[config.mk]
export PLATFORM = sky130hd
export DESIGN_NAME = amstrad_mem_sched
export DESIGN_NICKNAME = d
export VERILOG_FILES = /design/src/rtl/amstrad_mem_pkg.sv /design/src/rtl/amstrad_cpu_slot_fsm.sv /design/src/rtl/amstrad_mem_sched.sv
export SDC_FILE = /design/constraint.sdc
export NUM_CORES = 1
export LEC_CHECK = 0
export ABC_CLOCK_PERIOD_IN_PS = 5400
export BUFFER_PORTS_ARGS = -buffer_cell sky130_fd_sc_hd__buf_2
export CAP_MARGIN = 20
export CORE_ASPECT_RATIO = 1.75
export CORE_MARGIN = 2
export CORE_UTILIZATION = 40
export CTS_CLUSTER_DIAMETER = 80
export CTS_CLUSTER_SIZE = 16
export DETAILED_ROUTE_END_ITERATION = 10
export GPL_TIMING_DRIVEN = 0
export PLACE_DENSITY = 0.64
export SLEW_MARGIN = 30
export SYNTH_ARGS = -nofsm -noshare
export SYNTH_HDL_FRONTEND = slang
export SYNTH_SLANG_ARGS = --single-unit
[constraint.sdc]
create_clock -name CLK -period 5.4 [get_ports CLK]
set_input_delay 1.35 -clock CLK [delete_from_list [all_inputs] [get_ports CLK]]
set_output_delay 1.35 -clock CLK [all_outputs]
set_load 0.05 [all_outputs]
[src/rtl/amstrad_mem_pkg.sv]
// Shared types for the CPC RAM-port scheduler: slot phase, slot numbers, CPU FSM states.
package amstrad_mem_pkg;

  typedef logic [1:0] phase_t;

  localparam phase_t SLOT_VID0 = 2'd0;
  localparam phase_t SLOT_VID1 = 2'd1;
  localparam phase_t SLOT_LAST = 2'd3;

  typedef enum logic [1:0] {
    IDLE   = 2'd0,
    PEND   = 2'd1,
    ACCESS = 2'd2,
    DONE   = 2'd3
  } cpu_state_t;

  // CRTC byte address: two high MA bits, three raster bits, ten low MA bits, byte select.
  function automatic logic [15:0] video_addr(input logic [13:0] ma,
                                             input logic [2:0]  ra,
                                             input logic        b);
    return {ma[13:12], ra, ma[9:0], b};
  endfunction

endpackage

[src/rtl/amstrad_cpu_slot_fsm.sv]
// CPU side of the shared RAM port: latches a Z80 request, waits for its slot, returns ack/data.
module amstrad_cpu_slot_fsm
  import amstrad_mem_pkg::*;
#(
  parameter phase_t CPU_SLOT = 2'd2
) (
  input  logic        CLK,
  input  logic        RESET,
  input  logic        CE_4,
  input  phase_t      next_phase,
  input  logic        cpu_req,
  input  logic        cpu_we,
  input  logic [15:0] cpu_addr,
  input  logic [7:0]  cpu_dout,
  input  logic [7:0]  mem_din,
  output logic [7:0]  cpu_din,
  output logic        cpu_ack,
  output logic        cpu_wait,
  output logic        issue,
  output logic [15:0] acc_addr,
  output logic        acc_we,
  output logic [7:0]  acc_dout
);

  cpu_state_t  state_r;
  logic [15:0] addr_r;
  logic        we_r;
  logic [7:0]  dout_r;
  logic        abort_r;

  assign issue    = (state_r == PEND) & cpu_req & CE_4 & (next_phase == CPU_SLOT);
  assign cpu_wait = cpu_req & (state_r != DONE);
  assign acc_addr = addr_r;
  assign acc_we   = we_r;
  assign acc_dout = dout_r;

  // Request lifecycle; a request dropped during the RAM cycle still finishes but is not acked
  always_ff @(posedge CLK or posedge RESET) begin
    if (RESET) begin
      state_r <= IDLE;
      addr_r  <= 16'd0;
      we_r    <= 1'b0;
      dout_r  <= 8'd0;
      abort_r <= 1'b0;
      cpu_din <= 8'd0;
      cpu_ack <= 1'b0;
    end else begin
      cpu_ack <= 1'b0;
      case (state_r)
        IDLE: begin
          if (cpu_req) begin
            state_r <= PEND;
            addr_r  <= cpu_addr;
            we_r    <= cpu_we;
            dout_r  <= cpu_dout;
            abort_r <= 1'b0;
          end
        end
        PEND: begin
          if (!cpu_req) begin
            state_r <= IDLE;
          end else if (issue) begin
            state_r <= ACCESS;
          end
        end
        ACCESS: begin
          if (!cpu_req) begin
            abort_r <= 1'b1;
          end
          if (CE_4) begin
            state_r <= DONE;
            if (!we_r) begin
              cpu_din <= mem_din;
            end
            cpu_ack <= cpu_req & ~abort_r;
          end
        end
        DONE: begin
          if (!cpu_req) begin
            state_r <= IDLE;
          end
        end
        default: begin
          state_r <= IDLE;
        end
      endcase
    end
  end

endmodule

[src/rtl/amstrad_mem_sched.sv]
// Shared CPC RAM port scheduler: two video byte fetches and one CPU slot per 1 us frame,
// phase-locked to the gate array 1 MHz marker.
module amstrad_mem_sched
  import amstrad_mem_pkg::*;
#(
  parameter phase_t CPU_SLOT = 2'd2
) (
  input  logic        CLK,
  input  logic        RESET,
  input  logic        CE_4,
  input  logic        cyc1MHz,
  input  logic [13:0] crtc_ma,
  input  logic [4:0]  crtc_ra,
  input  logic        cpu_req,
  input  logic        cpu_we,
  input  logic [15:0] cpu_addr,
  input  logic [7:0]  cpu_dout,
  output logic [7:0]  cpu_din,
  output logic        cpu_ack,
  output logic        cpu_wait,
  output logic [15:0] mem_addr,
  output logic        mem_rd,
  output logic        mem_wr,
  output logic        mem_vid,
  output logic [7:0]  mem_dout,
  input  logic [7:0]  mem_din,
  output logic [15:0] vram_D
);

  phase_t      phase_r;
  phase_t      next_phase_s;
  logic [15:0] va0_s;
  logic [14:0] va_hi_r;
  logic [15:0] staging_r;
  logic        cpu_issue_s;
  logic [15:0] acc_addr_s;
  logic        acc_we_s;
  logic [7:0]  acc_dout_s;
  logic        unused_s;

  assign va0_s    = video_addr(crtc_ma, crtc_ra[2:0], 1'b0);
  assign unused_s = ^{crtc_ra[4:3], crtc_ma[11:10], va0_s[0]};

  // The GA marker forces slot 1 next, so the local count snaps back to the gate array each frame
  always_comb begin
    if (cyc1MHz) begin
      next_phase_s = SLOT_VID1;
    end else begin
      next_phase_s = phase_r + 2'd1;
    end
  end

  // Phase counter, CRTC address sampling, byte staging and the once-per-frame video word update
  always_ff @(posedge CLK or posedge RESET) begin
    if (RESET) begin
      phase_r   <= SLOT_VID0;
      va_hi_r   <= 15'd0;
      staging_r <= 16'd0;
      vram_D    <= 16'd0;
    end else if (CE_4) begin
      phase_r <= next_phase_s;
      if (next_phase_s == SLOT_VID0) begin
        va_hi_r <= va0_s[15:1];
      end
      if (mem_vid) begin
        if (mem_addr[0]) begin
          staging_r[15:8] <= mem_din;
        end else begin
          staging_r[7:0] <= mem_din;
        end
      end
      if (phase_r == SLOT_LAST) begin
        vram_D <= staging_r;
      end
    end
  end

  // RAM port mux: video owns slots 0/1 unconditionally, the CPU gets its slot only when pending
  always_ff @(posedge CLK or posedge RESET) begin
    if (RESET) begin
      mem_addr <= 16'd0;
      mem_rd   <= 1'b0;
      mem_wr   <= 1'b0;
      mem_vid  <= 1'b0;
      mem_dout <= 8'd0;
    end else if (CE_4) begin
      if (next_phase_s == SLOT_VID0) begin
        mem_addr <= va0_s;
        mem_rd   <= 1'b1;
        mem_wr   <= 1'b0;
        mem_vid  <= 1'b1;
      end else if (next_phase_s == SLOT_VID1) begin
        mem_addr <= {va_hi_r, 1'b1};
        mem_rd   <= 1'b1;
        mem_wr   <= 1'b0;
        mem_vid  <= 1'b1;
      end else if (cpu_issue_s) begin
        mem_addr <= acc_addr_s;
        mem_rd   <= ~acc_we_s;
        mem_wr   <= acc_we_s;
        mem_vid  <= 1'b0;
        mem_dout <= acc_dout_s;
      end else begin
        mem_rd  <= 1'b0;
        mem_wr  <= 1'b0;
        mem_vid <= 1'b0;
      end
    end
  end

  amstrad_cpu_slot_fsm #(
    .CPU_SLOT (CPU_SLOT)
  ) u_cpu_fsm (
    .CLK        (CLK),
    .RESET      (RESET),
    .CE_4       (CE_4),
    .next_phase (next_phase_s),
    .cpu_req    (cpu_req),
    .cpu_we     (cpu_we),
    .cpu_addr   (cpu_addr),
    .cpu_dout   (cpu_dout),
    .mem_din    (mem_din),
    .cpu_din    (cpu_din),
    .cpu_ack    (cpu_ack),
    .cpu_wait   (cpu_wait),
    .issue      (cpu_issue_s),
    .acc_addr   (acc_addr_s),
    .acc_we     (acc_we_s),
    .acc_dout   (acc_dout_s)
  );

endmodule

# Word-level counts from Yosys, hierarchy flattened
# Index checks and enable logic that the tools add are counted.
[word_totals]
ff_bits = 113
output_inout_bits = 53
word_cells = 77
[classes]
add_sub_neg = 1
n_eq_ne = 12
muxes = 23
bitwise = 10
n_reduce_logical = 14
[op_table]
columns = ["operator", "count"]
rows = [
  ["two-way mux 16 bit", 3],
  ["two-way mux 1 bit", 12],
  ["two-way mux 2 bit", 6],
  ["AND reduction 3 bit", 4],
  ["!= test 2 bit (second input constant)", 5],
  ["== test 2 bit (second input constant)", 4],
  ["one-hot mux 2 bit (4 select lines)", 1],
  ["AND reduction 2 bit", 4],
  ["AND reduction 4 bit", 2],
  ["AND 1 bit", 5],
  ["inverter 1 bit", 5],
  ["== test 2 x 1 -> 1 bit (second input constant)", 2],
  ["zero test 2 bit", 2],
  ["!= test 3 bit (second input constant)", 1],
  ["nonzero test 3 bit", 1],
  ["adder 2 x 1 -> 2 bit (second input constant)", 1],
  ["one-hot mux 1 bit (2 select lines)", 1],
  ["nonzero test 2 bit", 1],
]

# Longest topological paths before layout
[logic_depth]
ltp_word = 7
ltp_mapped = 6

# Cells and area by module
# From an unflattened synthesis, not the netlist that was laid out.
[hier_totals]
cells_unflattened = 360
area_unflattened_um2 = 4760.8
[by_module_without_submodules]
columns = ["mod", "instances", "cells_per_inst", "area_per_inst_um2"]
rows = [
  ["amstrad_mem_sched", 1, 266, 3293.2],
  ["amstrad_cpu_slot_fsm", 1, 94, 1467.7],
]

# Worst setup path before layout
# Ideal clock, no wire load.
[synth_path]
kind = "input port to output port"
start = "input port cpu_req"
end = "output port cpu_wait"
arrival_ps = 2489
t_required_ps = 4050
setup_slack_ps = 1561
path_stages = 1
n_path_buf = 0
path_cell_list = "a21boi_0"
[synth_via]
elab_chain_cells = 1
[synth_lines]
columns = ["item", "line_no", "text"]
rows = [
  ["from (decl)", "amstrad_mem_sched.sv:14", "input logic cpu_req,"],
  ["AND 1 bit", "amstrad_cpu_slot_fsm.sv:32", "assign cpu_wait = cpu_req & (state_r != DONE);"],
  ["to (decl)", "amstrad_mem_sched.sv:20", "output logic cpu_wait,"],
]
# Every way passes these cells.

# Worst setup path in the final report
# Ends and elaborated chain as after synthesis.

==> results.py <==
metrics = {
    "final_layout": {
        "final_cells": 610,
        "syn_to_final_growth_pct": 28.0,
        "finish.instance_area_um2": 6210,
        "layout-drive-gt1-share_pct": 53.5,
        "n_antenna_cell": 0,
        "final_nets": 519,
        "n_fill_cell": 1050,
    },
    "placed_design": {
        "portBuffers": 104,
        "dp.cells": 579,
        "gp_congestion": 0.759,
        "hpwl_um": 7680,
        "place_area_um2": 5580,
        "place_ws_ns": 1.96,
    },
    "run": {
        "cap_violations": 0,
    },
    "clock_network": {
        "path_clk_slew_ns": 0.05,
        "clock_latency_ns": 0.40,
        "cts_root_buf": "clkbuf_16",
        "cts_max_path_buffers": 2,
        "cts_buffers": 17,
        "cts_tree": "done",
        "cts_sinks": 113,
        "hold_buffers": 0,
        "post-cts-setup-buffer-count": 0,
        "cts_resized": 0,
        "h-tree-depth": 4,
    },
    "critical_path": {
        "required_ns": 4.05,
        "arrival_ns": 2.08,
        "startpoint_type": "primary input",
        "critPathCaptureType": "output port",
        "cp_max_fo": 6,
        "path_class": "in2out",
        "rrSetupSlack_ns": 3.34,
    },
    "yosys": {
        "synth_area_um2": 4850,
        "synthCells": 337,
        "synth_cell_type_count": 35,
        "synth_edf_count": 0,
        "syn_nets": 395,
        "synth.top_cells.by_area": "dfrtp_1 (58%), mux2_2 (22%), nor4b_1 (2.7%), mux2_4 (2.5%), a211oi_1 (2.3%)",
        "yosysTopAreaCellShare_pct": 58.3,
        "seq_area_frac_synth_pct": 58.3,
        "async_reset_ff_share_pct": 100,
        "avgSynthCellArea_um2": 14.4,
        "ys_ff_latch": 113,
        "yosysTopAreaCell": "dfrtp_1",
        "ys_warn_count": 0,
        "synth_ff_type": "dfrtp_1",
    },
    "timing": {
        "hold_viol": 0,
        "setup_ws_ns": 1.97,
        "finClkSkew_ns": 0.00415,
        "rsz0062_at_grt": "false",
        "finalSetupViolations": 0,
        "relSlewSlack_pct": 51.0,
        "finalCritPeriodShare_pct": 63.5,
        "final_max_slew_viol_count": 0,
        "final.setup.tns_ns": 0,
        "worstMarginPinSlew_ns": 0.731,
        "min_period_ns": 3.43,
        "max_freq_mhz": 291,
    },
    "global_route": {
        "grt_use_total_pct": 17.5,
        "grt_start_max_net_pins": 75,
        "antenna_found_initial": 0,
        "first_global_vias": 3406,
        "grt_pass1_wl_um": 17300,
        "grt_overflow": 0,
    },
    "power_and_ir_drop": {
        "leakage_uw": 0.00287,
        "power.density_nw_per_um2": 681,
        "vdd_drop_max_mv": 0.285,
    },
    "floorplan": {
        "ios": 110,
        "dieArea_um2": 13100,
        "die_width_um": 87.2,
        "die_h_um": 150,
        "initial_core_util_pct": 40.6,
        "core_um2": 11900,
        "placementRows": 53,
    },
    "min_path": {
        "hold_class": "reg2reg",
    },
    "routing": {
        "wirelength_um": 10500,
        "ant_nets": 0,
        "first_pass_iters": 4,
        "drc": 0,
        "vias": 3129,
        "viasPerCell": 5.13,
        "drtIter0Drc": 125,
        "wire_per_inst_um": 17.3,
    },
    "run_status": {
        "status": "completed",
    },
}
[synth_stat cells (all sizes together), types with 2 or more instances]
library cell  instances
nor4b                15
nand2b                3
nor3b                15
nor2                  6
clkbuf                6
a211oi               15
mux2                103
nand2                 5
dfrtp               113
o21a                  2
nand3b                2
inv                  20
a21oi                 3
nor3                  2
o21ai                 5
buf                  11
[worst paths after layout]
path / from / end / cells past startpoint
min in group asynchronous: RESET / staging_r[8] / 2
min reg2reg: u_cpu_fsm.abort_r / u_cpu_fsm.cpu_ack / 1
max reg2reg: phase_r[0] / mem_addr[8] / 6
min: u_cpu_fsm.abort_r / u_cpu_fsm.cpu_ack / 1
max: cpu_req / cpu_wait / 3
max in group asynchronous: RESET / va_hi_r[14] / 3
[logic make-up after synthesis]
| kind of cell | Yosys count | synth area share [%] |
|---|---|---|
| simple gates | 53 | 8.49 |
| flops | 113 | 58.3 |
| fa+ha+maj | 1 | 0.258 |
| compound gates | 29 | 4.41 |
| buf+inv | 37 | 3.79 |
| mux | 104 | 24.7 |
[cells in the final DEF, fill, tap and decap left out, drive strengths merged]
master / count
nand2: 5
a22o: 1
nor3: 2
inv: 20
o211ai: 1
bufinv: 4
clkbuf: 33
nand3b: 2
nor2: 6
o21ai: 5
nor4: 1
o21bai: 1
a21oi: 3
nor4b: 15
a211oi: 15
and2b: 1
buf: 116
dfrtp: 113
mux2i: 1
o21a: 2
mux2: 103
a21boi: 1
ha: 1
nand2b: 3
nand4b: 1
nor3b: 15
and2: 1
nand3: 1
[final cells by class]
cell class                 instances  area [µm²]  area share, %
buffer                            17         109           1.75
clock buffer                      27         513           8.26
clock inverter                     4         120           1.93
inverter                          20        82.6           1.33
multi-input combinational        187        1840           29.6
sequential                       113        2830           45.5
tap                              137         171           2.76
timing repair buffer             105         548           8.83
[metal layers]
metal	part of all wire, %	vias to the layer above	GRT usage [%]	wire length (µm)
li1	-	1453	-	-
met1	38	1572	20.1	4040
met2	55	84	30.0	5810
met3	3.7	20	4.03	393
met4	2.8	0	9.08	296
met5	0	-	0	0
[worst max-delay path, cell delays in order]
cell and delay [ns]:
buf_2 0.16, a21boi_0 0.26, buf_2 0.31
[through the flow]
stage               util [%]  hold WS, ns  power [µW]
global route            52.0        0.492        4450
CTS                     52.0        0.479        4280
floorplan                  -        0.428        2690
finish                  52.0        0.477        4230
global placement        46.4        0.462        3030
detailed placement      46.7        0.470        3080
[state kept, by name, summed over array words and instances, names as in the netlist, 2 cells and up, named ones only]
signal	count
u_cpu_fsm.acc_addr	16
mem_dout	8
phase_r	2
vram_D	16
mem_addr	16
u_cpu_fsm.cpu_din	8
va_hi_r	15
u_cpu_fsm.acc_dout	8
staging_r	16
[power breakdown]
part	total (µW)	leakage [µW]	switching, µW	internal, µW
combinational	1580	0.00121	1000	572
clock	1180	0.000308	349	831
sequential	1470	0.00135	217	1250
total	4230	0.00287	1570	2660
(Power assumes the default switching activity.)
